--- src/rtl/loader_pkg.sv ---
// Shared types and constants for the EPCS program loader.
package loader_pkg;

    typedef enum logic [2:0] {
        IDLE   = 3'd0,
        CMD    = 3'd1,
        ADDR   = 3'd2,
        DATA   = 3'd3,
        WRITE  = 3'd4,
        FINISH = 3'd5
    } state_t;

    localparam logic [7:0] EPCS_READ_CMD = 8'h03;
    localparam int         CMD_BITS      = 8;
    localparam int         ADDR_BITS     = 24;
    localparam int         WORD_BITS     = 16;

endpackage

--- src/rtl/spi_bit_engine.sv ---
// Serial bit timing for the EPCS link: DCLK divider, clock phase and a
// 16-bit shift register shared by the transmit and receive directions.
module spi_bit_engine #(
    parameter int CLK_DIV = 2
) (
    input  logic        CLOCK_50,
    input  logic        RESET,
    input  logic        load,
    input  logic [15:0] load_data,
    input  logic        run,
    input  logic        sdi,
    output logic        dclk,
    output logic        sdo,
    output logic        bit_done,
    output logic [15:0] shreg_q
);

    localparam int                DIV_W  = (CLK_DIV > 1) ? $clog2(CLK_DIV) : 1;
    localparam logic [DIV_W-1:0]  DIV_TC = DIV_W'(CLK_DIV - 1);

    logic [DIV_W-1:0] div_cnt;
    logic             ph;
    logic             samp;
    logic [15:0]      shreg;
    logic             tc;

    assign tc       = (div_cnt == '0);
    // Last cycle of the high phase; the FSM gates this with its own state.
    assign bit_done = ph & tc;
    assign dclk     = ph;
    assign sdo      = shreg[15];
    assign shreg_q  = shreg;

    always_ff @(posedge CLOCK_50) begin
        if (RESET) begin
            div_cnt <= DIV_TC;
            ph      <= 1'b0;
            samp    <= 1'b0;
            shreg   <= '0;
        end else if (load) begin
            div_cnt <= DIV_TC;
            ph      <= 1'b0;
            shreg   <= load_data;
        end else if (run) begin
            if (tc) begin
                div_cnt <= DIV_TC;
                ph      <= ~ph;
                // Capture on the rising edge, shift on the falling edge so the
                // outgoing bit only moves at the start of the low phase.
                if (!ph) begin
                    samp <= sdi;
                end else begin
                    shreg <= {shreg[14:0], samp};
                end
            end else begin
                div_cnt <= div_cnt - 1'b1;
            end
        end else begin
            div_cnt <= DIV_TC;
            ph      <= 1'b0;
        end
    end

endmodule

--- src/rtl/epcs_program_loader.sv ---
// Copies N_WORDS 16-bit words from EPCS flash into program memory using one
// continuous READ (0x03) transaction; auto-loads after reset and on start.
//
// state  | meaning
// IDLE   | waiting for auto-load after reset or a start request
// CMD    | one setup cycle, then 8 opcode bits shifted out
// ADDR   | 24 address bits shifted out
// DATA   | 16 data bits shifted in for the current word
// WRITE  | one-cycle program-memory write of the assembled word
// FINISH | image valid, chip deselected, waiting for start
module epcs_program_loader
    import loader_pkg::*;
#(
    parameter int          CLK_DIV   = 2,
    parameter int          N_WORDS   = 16,
    parameter int          ADDR_W    = 4,
    parameter logic [23:0] BASE_ADDR = 24'h000000
) (
    input  logic              CLOCK_50,
    input  logic              RESET,
    input  logic              start,
    output logic              EPCS_DCLK,
    output logic              EPCS_NCSO,
    output logic              EPCS_ASDO,
    input  logic              EPCS_DATA0,
    output logic              mem_we,
    output logic [ADDR_W-1:0] mem_addr,
    output logic [15:0]       mem_wdata,
    output logic              busy,
    output logic              done
);

    localparam logic [ADDR_W-1:0] LAST_WORD  = ADDR_W'(N_WORDS - 1);
    localparam logic [4:0]        CMD_LAST   = 5'(CMD_BITS - 1);
    localparam logic [4:0]        ADDR_LAST  = 5'(ADDR_BITS - 1);
    localparam logic [4:0]        WORD_LAST  = 5'(WORD_BITS - 1);
    localparam logic [4:0]        ADDR_SPLIT = 5'(ADDR_BITS - WORD_BITS);

    state_t            state, nstate;
    logic              auto_ld;
    logic              cmd_first;
    logic              go;
    logic [4:0]        bit_cnt;
    logic [ADDR_W-1:0] word_cnt;

    logic              load;
    logic [15:0]       load_data;
    logic              run;
    logic              eng_dclk;
    logic              eng_sdo;
    logic              bit_done;
    logic [15:0]       shreg_q;

    spi_bit_engine #(
        .CLK_DIV (CLK_DIV)
    ) u_engine (
        .CLOCK_50  (CLOCK_50),
        .RESET     (RESET),
        .load      (load),
        .load_data (load_data),
        .run       (run),
        .sdi       (EPCS_DATA0),
        .dclk      (eng_dclk),
        .sdo       (eng_sdo),
        .bit_done  (bit_done),
        .shreg_q   (shreg_q)
    );

    always_ff @(posedge CLOCK_50) begin
        if (RESET) begin
            state     <= IDLE;
            auto_ld   <= 1'b1;
            cmd_first <= 1'b0;
            bit_cnt   <= '0;
            word_cnt  <= '0;
        end else begin
            state     <= nstate;
            auto_ld   <= 1'b0;
            cmd_first <= go;
            if (go) begin
                bit_cnt  <= CMD_LAST;
                word_cnt <= '0;
            end else if (bit_done && state != IDLE && state != FINISH) begin
                if (bit_cnt == '0) begin
                    bit_cnt <= (state == CMD) ? ADDR_LAST : WORD_LAST;
                end else begin
                    bit_cnt <= bit_cnt - 1'b1;
                end
            end
            if (state == WRITE && word_cnt != LAST_WORD) begin
                word_cnt <= word_cnt + 1'b1;
            end
        end
    end

    always_comb begin
        nstate    = state;
        go        = 1'b0;
        load      = 1'b0;
        load_data = 16'h0000;
        run       = 1'b0;
        case (state)
            IDLE: begin
                if (auto_ld || start) begin
                    go     = 1'b1;
                    nstate = CMD;
                end
            end
            CMD: begin
                if (cmd_first) begin
                    load      = 1'b1;
                    load_data = {EPCS_READ_CMD, 8'h00};
                end else begin
                    run = 1'b1;
                    if (bit_done && bit_cnt == '0) begin
                        nstate    = ADDR;
                        load      = 1'b1;
                        load_data = BASE_ADDR[23:8];
                    end
                end
            end
            ADDR: begin
                run = 1'b1;
                if (bit_done) begin
                    // The register only holds 16 bits; refill with the low byte.
                    if (bit_cnt == ADDR_SPLIT) begin
                        load      = 1'b1;
                        load_data = {BASE_ADDR[7:0], 8'h00};
                    end else if (bit_cnt == '0) begin
                        nstate = DATA;
                    end
                end
            end
            DATA: begin
                run = 1'b1;
                if (bit_done && bit_cnt == '0) begin
                    nstate = WRITE;
                end
            end
            WRITE: begin
                nstate = (word_cnt == LAST_WORD) ? FINISH : DATA;
            end
            FINISH: begin
                if (start) begin
                    go     = 1'b1;
                    nstate = CMD;
                end
            end
            default: nstate = IDLE;
        endcase
    end

    // Chip select stays low across WRITE gaps so the read never restarts.
    assign EPCS_NCSO = !(state == CMD || state == ADDR || state == DATA || state == WRITE);
    assign EPCS_DCLK = eng_dclk;
    assign EPCS_ASDO = eng_sdo & ((state == CMD && !cmd_first) || state == ADDR);
    assign busy      = (state == CMD || state == ADDR || state == DATA || state == WRITE);
    assign done      = (state == FINISH);
    assign mem_we    = (state == WRITE);
    assign mem_addr  = word_cnt;
    assign mem_wdata = shreg_q;

endmodule

--- config.mk ---
export PLATFORM = sky130hd
export DESIGN_NAME = epcs_program_loader
export DESIGN_NICKNAME = d
export VERILOG_FILES = /design/src/rtl/loader_pkg.sv /design/src/rtl/spi_bit_engine.sv /design/src/rtl/epcs_program_loader.sv
export SDC_FILE = /design/constraint.sdc
export NUM_CORES = 1
export LEC_CHECK = 0
export CAP_MARGIN = 0
export CORE_ASPECT_RATIO = 0.8
export CORE_UTILIZATION = 50
export DETAILED_ROUTE_END_ITERATION = 8
export GPL_ROUTABILITY_DRIVEN = 0
export PLACE_DENSITY = 0.86
export SYNTH_ARGS = -nofsm -noshare
export SYNTH_HDL_FRONTEND = slang
export SYNTH_SLANG_ARGS = --single-unit
--- constraint.sdc ---
create_clock -name CLOCK_50 -period 2.03 [get_ports CLOCK_50]
set_input_delay 0.5075 -clock CLOCK_50 [delete_from_list [all_inputs] [get_ports CLOCK_50]]
set_output_delay 0.5075 -clock CLOCK_50 [all_outputs]
set_load 0.05 [all_outputs]
==> flow_summary_export.csv, run 1 <==
group,metric,value,unit
pwr,ir_drop,0.506,mV
finish,drive_gt1_share,20.9,%
sta,relSlewSlack,66.2,%
die,die_y,54.3,um
placement,place_inst,251,
synth,syn_area,1710,um2
detailed_routing,vias,1486,
synth,yosys.area_share.xor_xnor,1.54,%
clock_network,clkSinkCount,33,
finish,final_cells,260,
die,initial_core_util,53.8,%
clock_network,htreeDepth,2,
detailed_routing,drtIter0Drc,91,
pwr,p_leak,0.948,nW
synth,async_flop_share,0,%
critical_path,worstRegToRegCells,7,
global_routing,grt.total_usage,23.6,%
placement,dp_hpwl,2790,um
synth,muxShareOfSynthArea,12.4,%
detailed_routing,wl_per_cell,14.6,um
clock_network,clock-root-buffer,"clkbuf_8",
synth,yosysUniqueCellTypes,53,
detailed_routing,drtPass1Iterations,4,
global_routing,grtUsageMet3,6.67,%
critical_path,slowest_delay,0.82,ns
placement,portBuffers,29,
synth,synth_top_area_share,38.7,%
sta,hold_slack,0.498,ns
worst_hold_path,hp-class,"reg2reg",
finish,nNetsFinal,227,
synth,synthTopCellsByArea,"dfxtp_1 39%, mux2i_1 11%, nor2_1 6.1%, a21oi_1 3.2%, ha_1 2.2%",
critical_path,worstPathMaxFanout,3,
synth,synth_seq_cells,33,
synth,ys_seq_area_share,38.7,%
synth,synth_fa_ha_area_share,2.20,%
critical_path,r2r-start,"bit_cnt[0]",
worst_hold_path,min_from,"u_engine.shreg_q[7]",
die,io_pins,30,
synth,synth_top_family_by_area,"simple AND/OR/NAND/NOR gates",
finish,area_delta_synth_final,29.4,%
clock_network,clkTransAtPathRegs,0.06,ns
global_routing,grt_first_pass_wirelength,6220,um
critical_path,r2r-end,"bit_cnt[3]",
sta,worst_slew_pin_slew,0.506,ns
pwr,pwr_density_cell,762,nW/um2
clock_network,clock_path_buffers,2,
global_routing,grt_overflow,0,
detailed_routing,wl,3810,um
status,status,"complete, no violations",
critical_path,cp_num_buf_inv,1,
finish,fin_util,69.6,%
die,rows,18,
synth,yosys.area.top_type,"dfxtp_1",
critical_path,crit_slowest_cell,"clkdlybuf4s50_1",
synth,avgSynthCellArea,9.29,um2
finish,insertedDiodeCount,0,
global_routing,globalRouteMet1Util,31.0,%
critical_path,crit_chain,"clkdlybuf4s50_1",
global_routing,antenna_found_initial,0,
worst_hold_path,hold_end,"u_engine.shreg_q[8]",
die,die-area,3660,um2
sta,fin_crit,1.97,ns
synth,yosys_warnings,0,
synth,yosys.area_share.simple,22.5,%
die,dieWidth,67.4,um
critical_path,worstSetupStartpointType,"flip-flop",
detailed_routing,drc,0,
global_routing,grt_busiest_layer,"met2",
synth,synthCells,184,
sta,slew_violations,0,
global_routing,grtUsageMet2,37.3,%
sta,setup_violations,0,
finish,final_cell_mix,"30 x dfxtp_1, 27 x nor2_1, 19 x mux2i_1",
sta,fmax,508,MHz
sta,finalCritPeriodShare,96.9,%
sta,skew,0.00407,ns
critical_path,rrSetupSlack,0.17,ns
synth,synth_compound_area_share,17.3,%
critical_path,worstPathRequired,1.52,ns
synth,syn-num-nets,191,
finish,final_common_cell,"dfxtp_1",
clock_network,cts-buffers-inserted,5,
clock_network,cts_tree,"done",
detailed_routing,ant_nets,0,
sta,hold_viol,0,
synth,synth_edf_count,0,
critical_path,end_kind,"output port",
critical_path,path_delay_family,"buffers and inverters",
worst_hold_path,holdPathStages,1,
global_routing,grt_pass1_vias,1348,
synth,ys.flop_type,"dfxtp_1",
detailed_routing,via_per_inst,5.72,
flow_run,drv_cap,0,
global_routing,grt_max_degree,16,
critical_path,worst-setup-path-type,"reg2out",
critical_path,cp_data_arrival_time,1.46,ns
die,core_area,3180,um2
clock_network,clock_latency,0.27,ns
## per-stage QoR
| stage | area, um2 | total power [W] | TNS (ns) | worst slack (ns) |
|---|---|---|---|---|
| 2_1_floorplan | 1730 | 0.00105 | 0 | 0.0296 |
| 3_3_place_gp | 2100 | 0.00119 | 0 | 0.112 |
| 3_5_place_dp | 2100 | 0.00120 | 0 | 0.0393 |
| 4_1_cts | 2190 | 0.00169 | 0 | 0.0164 |
| 5_1_grt | 2210 | 0.00179 | -0.000781 | -0.000781 |
| 6_report | 2210 | 0.00169 | 0 | 0.0631 |
## kinds of logic (layout without fill, tap and decap cells)
family / after synthesis / count (layout)
xor gates and xnor gates: 3 / 3
and+or+nand+nor: 68 / 68
DFF: 33 / 33
muxes: 21 / 21
buffers and inverters: 17 / 53
AOI/OAI and AO/OA: 39 / 39
adders and majority gates: 3 / 3
## where the power goes
| group | leakage (nW) | total, W | switching, W | internal (W) |
|---|---|---|---|---|
| registers | 0.270 | 0.000728 | 0.0000466 | 0.000682 |
| clock network | 0.0443 | 0.000481 | 0.000213 | 0.000269 |
| logic | 0.634 | 0.000476 | 0.000263 | 0.000213 |
| total | 0.948 | 0.00169 | 0.000523 | 0.00116 |
## sequential cells by signal (all words and copies together), names as in the netlist
name,cells
u_engine.samp,1
u_engine.shreg_q,16
state,3
bit_cnt,5
auto_ld,1
cmd_first,1
u_engine.dclk,1
mem_addr,4
u_engine.div_cnt,1
## synth_stat cells, drive strengths merged (3+ instances only)
master and n:
nor3b 3, a21oi 12, inv 6, nand2 5
or2 4, nand3 6, dfxtp 33, nand2b 5
buf 10, mux2i 19, a311oi 3, nor4 3
ha 3, o21ai 4, nor2 28, o211ai 3
## metal layers
metal | wire length (um) | share of wire, % | vias to the layer above
met5 | 0 | 0 | -
met4 | 25 | 0.66 | 0
met3 | 243 | 6.4 | 2
met2 | 1790 | 47 | 47
met1 | 1750 | 46 | 700
li1 | - | - | 737
## timing repair
action | 4_1_cts | 5_1_grt
resized for setup | 2 | 4
endpoints found under the setup margin | 4 | 9
hold buffers | 0 | 0
buffers inserted | 0 | 2
## area by class of cell
type,count,area [um2]
fill,237,965
multi-input combinational,134,977
inverter,6,22.5
timing repair buffer,40,410
sequential,33,664
clock buffer,7,86.3
tap,40,50.0
## worst max-delay path by stage
| stage | start | endpoint | depth (start not counted) |
|---|---|---|---|
| after floorplan | state[2] | done | 4 |
| after global placement | start | bit_cnt[2] | 5 |
| after detailed placement | start | bit_cnt[2] | 5 |
| after CTS | u_engine.shreg_q[13] | mem_wdata[13] | 1 |
| after global routing | u_engine.shreg_q[12] | mem_wdata[12] | 1 |
| final | u_engine.shreg_q[0] | mem_wdata[0] | 1 |
No activity file was read; power rests on OpenSTA's default activity.
==> inputs of run 2 (changes only) <==
--- a/config.mk
+++ b/config.mk
@@ -6,11 +6,13 @@
 export NUM_CORES = 1
 export LEC_CHECK = 0
 export CAP_MARGIN = 0
+export CELL_PAD_IN_SITES_DETAIL_PLACEMENT = 1
+export CELL_PAD_IN_SITES_GLOBAL_PLACEMENT = 1
 export CORE_ASPECT_RATIO = 0.8
-export CORE_UTILIZATION = 50
+export CORE_UTILIZATION = 39
 export DETAILED_ROUTE_END_ITERATION = 8
 export GPL_ROUTABILITY_DRIVEN = 0
-export PLACE_DENSITY = 0.86
+export PLACE_DENSITY = 0.88
 export SYNTH_ARGS = -nofsm -noshare
 export SYNTH_HDL_FRONTEND = slang
 export SYNTH_SLANG_ARGS = --single-unit
==> run 2 against run 1 <==
Die area rose by 27%. Total power rose by 0.60%. Non-clock buffer count rose by 1. Core utilization fell by 17 points.
==> flow_summary_export.csv, run 2 (synthesized netlist as in run 1, its figures left out) <==
group,metric,value,unit
finish,insertedDiodeCount,0,
detailed_routing,drc,0,
critical_path,path_delay_family,"buffers and inverters",
sta,setup_violations,0,
detailed_routing,drtIter0Drc,49,
detailed_routing,via_per_inst,5.36,
pwr,pwr_density_cell,762,nW/um2
finish,stdcell_area,2230,um2
finish,fin_util,52.9,%
sta,skew,0.00512,ns
critical_path,crit_slowest_cell,"clkdlybuf4s50_1",
sta,worst_slew_pin_slew,0.518,ns
status,status,"complete, no violations",
clock_network,clock-root-buffer,"clkbuf_8",
clock_network,cts_tree,"done",
finish,drive_gt1_share,22.1,%
finish,fillers,499,
global_routing,antenna_found_initial,0,
critical_path,cp_num_buf_inv,1,
global_routing,grt.total_usage,19.6,%
global_routing,grt_max_degree,16,
global_routing,grt_pass1_vias,1459,
sta,slew_violations,0,
placement,portBuffers,29,
finish,largest_reg_flops,16,
sta,rsz0062_at_grt,"no",
critical_path,worstPathMaxFanout,3,
sta,tns,0,ns
die,core_area,4200,um2
critical_path,slowest_delay,0.82,ns
detailed_routing,wl_per_cell,15.6,um
clock_network,clock_latency,0.28,ns
die,die-area,4650,um2
detailed_routing,wl,4350,um
clock_network,cts-buffers-inserted,5,
critical_path,crit_chain,"clkdlybuf4s50_1",
finish,multi_input_area,977,um2
detailed_routing,ant_nets,0,
finish,final_cells,279,
sta,fin_crit,1.99,ns
clock_network,clock_path_buffers,2,
detailed_routing,drtPass1Iterations,6,
die,dieWidth,76.0,um
global_routing,grt_overflow,0,
clock_network,htreeDepth,2,
critical_path,worst-setup-path-type,"reg2out",
finish,area_delta_synth_final,30.2,%
placement,dp_hpwl,3190,um
detailed_routing,vias,1496,
critical_path,worstPathRequired,1.52,ns
finish,final_cell_mix,"30 x dfxtp_1, 27 x nor2_1, 20 x buf_4",
clock_network,cts_setup_buffers,0,
sta,hold_viol,0,
clock_network,postCtsHoldBufs,0,
critical_path,end_kind,"output port",
global_routing,grt_first_pass_wirelength,7000,um
flow_run,drv_cap,0,
die,io_pins,30,
sta,finalCritPeriodShare,97.9,%
critical_path,worstSetupStartpointType,"flip-flop",
die,rows,21,
finish,regArea,664,um2
critical_path,cp_data_arrival_time,1.48,ns
die,die_y,61.2,um
critical_path,rrSetupSlack,0.19,ns
placement,dpl_cell_area,2140,um2
finish,final_common_cell,"dfxtp_1",
placement,place_inst,271,
clock_network,clkSinkCount,33,
sta,relSlewSlack,65.6,%
pwr,p_leak,0.928,nW
clock_network,clkTransAtPathRegs,0.07,ns
die,initial_core_util,40.7,%
finish,nNetsFinal,228,
worst_hold_path,hp-class,"reg2reg",
sta,fmax,503,MHz
pwr,ir_drop,0.387,mV
[run 2: path summary, 6_finish.rpt]
path                       start  depth (start not counted)             endpoint
min reg2reg  u_engine.shreg_q[8]                          1  u_engine.shreg_q[9]
max          u_engine.shreg_q[7]                          1         mem_wdata[7]
max reg2reg           bit_cnt[0]                          7             state[0]
min          u_engine.shreg_q[8]                          1  u_engine.shreg_q[9]
[run 2: area by class of cell]
| cell class | count | area share [%] |
|---|---|---|
| sequential | 33 | 29.8 |
| multi-input combinational | 134 | 43.9 |
| clock inverter | 2 | 0.450 |
| inverter | 6 | 1.01 |
| tap | 57 | 3.20 |
| clock buffer | 6 | 3.26 |
| timing repair buffer | 41 | 18.3 |
[run 2: report_power, final]
group / leakage, nW / internal, W / switching (W)
registers: 0.270 / 0.000681 / 0.0000477
logic: 0.614 / 0.000211 / 0.000278
clock network: 0.0450 / 0.000237 / 0.000241
total: 0.928 / 0.00113 / 0.000566
[run 2: per-stage QoR]
| step | power, W | worst slack, ns | hold WS [ns] |
|---|---|---|---|
| global route | 0.00177 | 0.00166 | 0.529 |
| detailed placement | 0.00122 | 0.101 | 0.496 |
| finish | 0.00170 | 0.0424 | 0.503 |
| global placement | 0.00120 | 0.126 | 0.471 |
| CTS | 0.00171 | 0.00761 | 0.503 |
| floorplan | 0.00105 | 0.0296 | 0.460 |
[run 2: layer usage]
layer,part of all wire (%),vias up,track usage [%]
met1,49,727,24.3
met5,0,-,0
met2,48,19,34.9
met3,2.1,7,4.15
li1,-,743,-
met4,1.2,0,6.59
[run 2: timing repair]
| action | in CTS | in global routing |
|---|---|---|
| gates resized for setup | 5 | 1 |
| pin swaps | 0 | 0 |
| endpoints found under the setup margin | 6 | 1 |
==> inputs of run 3 (changes only) <==
--- a/config.mk
+++ b/config.mk
@@ -13,6 +13,7 @@
 export DETAILED_ROUTE_END_ITERATION = 8
 export GPL_ROUTABILITY_DRIVEN = 0
 export PLACE_DENSITY = 0.88
+export SKIP_CTS_REPAIR_TIMING = 1
 export SYNTH_ARGS = -nofsm -noshare
 export SYNTH_HDL_FRONTEND = slang
 export SYNTH_SLANG_ARGS = --single-unit
==> run 3 against run 2 <==
Largest cell class unchanged. Sequential share of layout area decreased by 0.10 points. Register-to-register slack about the same. Critical path type unchanged. Worst hold slack barely moved. Non-clock buffer count did not move. Clock power hardly changed. Core utilization rose by 0.18 points. Sequential power about the same. Die area is the same. Flip-flop and latch count did not move. Clock-buffer cell count stayed put. Design area up 0.34%.
==> flow_summary_export.csv, run 3 (synthesized netlist as in run 1, its figures left out) <==
group,metric,value,unit
clock_network,clock_path_buffers,2,
sta,fmax,503,MHz
critical_path,crit_start,"u_engine.shreg_q[7]",
finish,drive_gt1_share,22.1,%
critical_path,r2r-start,"bit_cnt[0]",
critical_path,crit_slowest_cell,"clkdlybuf4s50_1",
global_routing,grt_first_pass_wirelength,7000,um
pwr,ir_drop,0.387,mV
critical_path,rrSetupSlack,0.19,ns
sta,worst_slack,0.0413,ns
critical_path,worst-setup-path-type,"reg2out",
global_routing,grt_pass1_vias,1459,
pwr,intPower,0.00113,W
critical_path,slowest_delay,0.82,ns
detailed_routing,drtPass1Iterations,6,
critical_path,path_delay_family,"buffers and inverters",
critical_path,worstRegToRegCells,7,
detailed_routing,wl,4370,um
pwr,switching_power,0.000567,W
detailed_routing,via_per_inst,5.36,
global_routing,grt_max_degree,16,
die,initial_core_util,40.7,%
sta,setup_violations,0,
die,die_y,61.2,um
clock_network,clkTransAtPathRegs,0.07,ns
clock_network,cts_tree,"done",
placement,dpl_worst_slack,0.101,ns
detailed_routing,vias,1495,
global_routing,grt.total_usage,19.6,%
sta,finalCritPeriodShare,98.0,%
sta,relSlewSlack,63.8,%
die,die-area,4650,um2
critical_path,end_kind,"output port",
pwr,p_leak,0.956,nW
critical_path,r2r-end,"state[0]",
die,rows,21,
critical_path,worstPathMaxFanout,3,
sta,skew,0.00536,ns
pwr,total_power,0.00170,W
detailed_routing,drtIter0Drc,86,
status,status,"complete, no violations",
clock_network,htreeDepth,2,
global_routing,grt_overflow,0,
pwr,combPwrFrac,28.8,%
sta,fin_crit,1.99,ns
placement,portBuffers,29,
clock_network,clkSinkCount,33,
critical_path,worstSetupStartpointType,"flip-flop",
finish,final_cell_mix,"30 x dfxtp_1, 27 x nor2_1, 20 x buf_4",
die,dieWidth,76.0,um
worst_hold_path,holdPathStages,1,
worst_hold_path,hp-class,"reg2reg",
worst_hold_path,min_from,"u_engine.shreg_q[8]",
finish,nNetsFinal,228,
worst_hold_path,hold_end,"u_engine.shreg_q[9]",
pwr,clockPowerShare,28.2,%
clock_network,clock_latency,0.29,ns
finish,final_common_cell,"dfxtp_1",
critical_path,worstPathRequired,1.52,ns
detailed_routing,wl_per_cell,15.7,um
sta,slew_violations,0,
critical_path,crit_chain,"clkdlybuf4s50_1",
finish,largest_reg_flops,16,
sta,worst_slew_pin_slew,0.543,ns
critical_path,cp_num_buf_inv,1,
die,core_area,4200,um2
global_routing,antenna_found_initial,0,
placement,dp_hpwl,3190,um
pwr,pwr-share-seq,43.0,%
die,io_pins,30,
critical_path,cp_data_arrival_time,1.48,ns
flow_run,drv_cap,0,
pwr,pwr_density_cell,759,nW/um2
clock_network,clock-root-buffer,"clkbuf_8",
sta,hold_viol,0,
detailed_routing,drc,0,
clock_network,cts-buffers-inserted,5,
finish,area_delta_synth_final,30.7,%
sta,rsz0062_at_grt,"no",
pwr,netSwitchingFraction,33.4,%
sta,hold_slack,0.503,ns
detailed_routing,ant_nets,0,
finish,insertedDiodeCount,0,
==> run 3: cell types whose count changed in the layout (fill, tap and decap cells not counted), sizes merged <==
| cell | previous run | this run |
|---|---|---|
| dlygate4sd2 | 2 | 0 |
| dlymetal6s2s | 0 | 2 |
==> run 3: per-layer routing <==
metal | wire length (um) | up-vias | share of wire (%) | global-route usage [%]
met5 | 0 | - | 0 | 0
met2 | 2080 | 21 | 47 | 34.9
met4 | 78 | 0 | 1.8 | 6.59
met1 | 2120 | 723 | 49 | 24.3
li1 | - | 742 | - | -
met3 | 94 | 9 | 2.2 | 4.15
==> run 3: metrics by stage <==
| stage | instances | cell area, um2 | util (%) | TNS, ns |
|---|---|---|---|---|
| 2_1_floorplan | 184 | 1730 | - | 0 |
| 3_3_place_gp | 271 | 2140 | 50.9 | 0 |
| 3_5_place_dp | 271 | 2140 | 50.9 | 0 |
| 4_1_cts | 279 | 2220 | 52.9 | -0.247 |
| 5_1_grt | 279 | 2230 | 53.1 | 0 |
| 6_report | 279 | 2230 | 53.1 | 0 |
==> run 3: cell type report <==
| class | count | area, um2 |
|---|---|---|
| Sequential cell | 33 | 664 |
| Multi-Input combinational cell | 134 | 977 |
| Clock buffer | 6 | 72.6 |
| Fill cell | 497 | 1970 |
| Inverter | 6 | 22.5 |
| Timing Repair Buffer | 41 | 415 |
| Clock inverter | 2 | 10.0 |
| Tap cell | 57 | 71.3 |
==> run 3: worst max-delay path by stage <==
stage / end / cells after the start
2_1_floorplan: done / 4
3_3_place_gp: bit_cnt[2] / 5
3_5_place_dp: bit_cnt[2] / 5
4_1_cts: mem_we / 4
5_1_grt: mem_wdata[7] / 1
6_report: mem_wdata[7] / 1
==> run 3: power groups by stage <==
| stage | combinational [W] | sequential [W] | clock [W] |
|---|---|---|---|
| 5_1_grt | 0.000520 | 0.000735 | 0.000516 |
| 3_5_place_dp | 0.000482 | 0.000740 | 0 |
| 2_1_floorplan | 0.000296 | 0.000755 | 0 |
| 4_1_cts | 0.000485 | 0.000725 | 0.000493 |
| 3_3_place_gp | 0.000464 | 0.000738 | 0 |
| 6_report | 0.000489 | 0.000729 | 0.000479 |
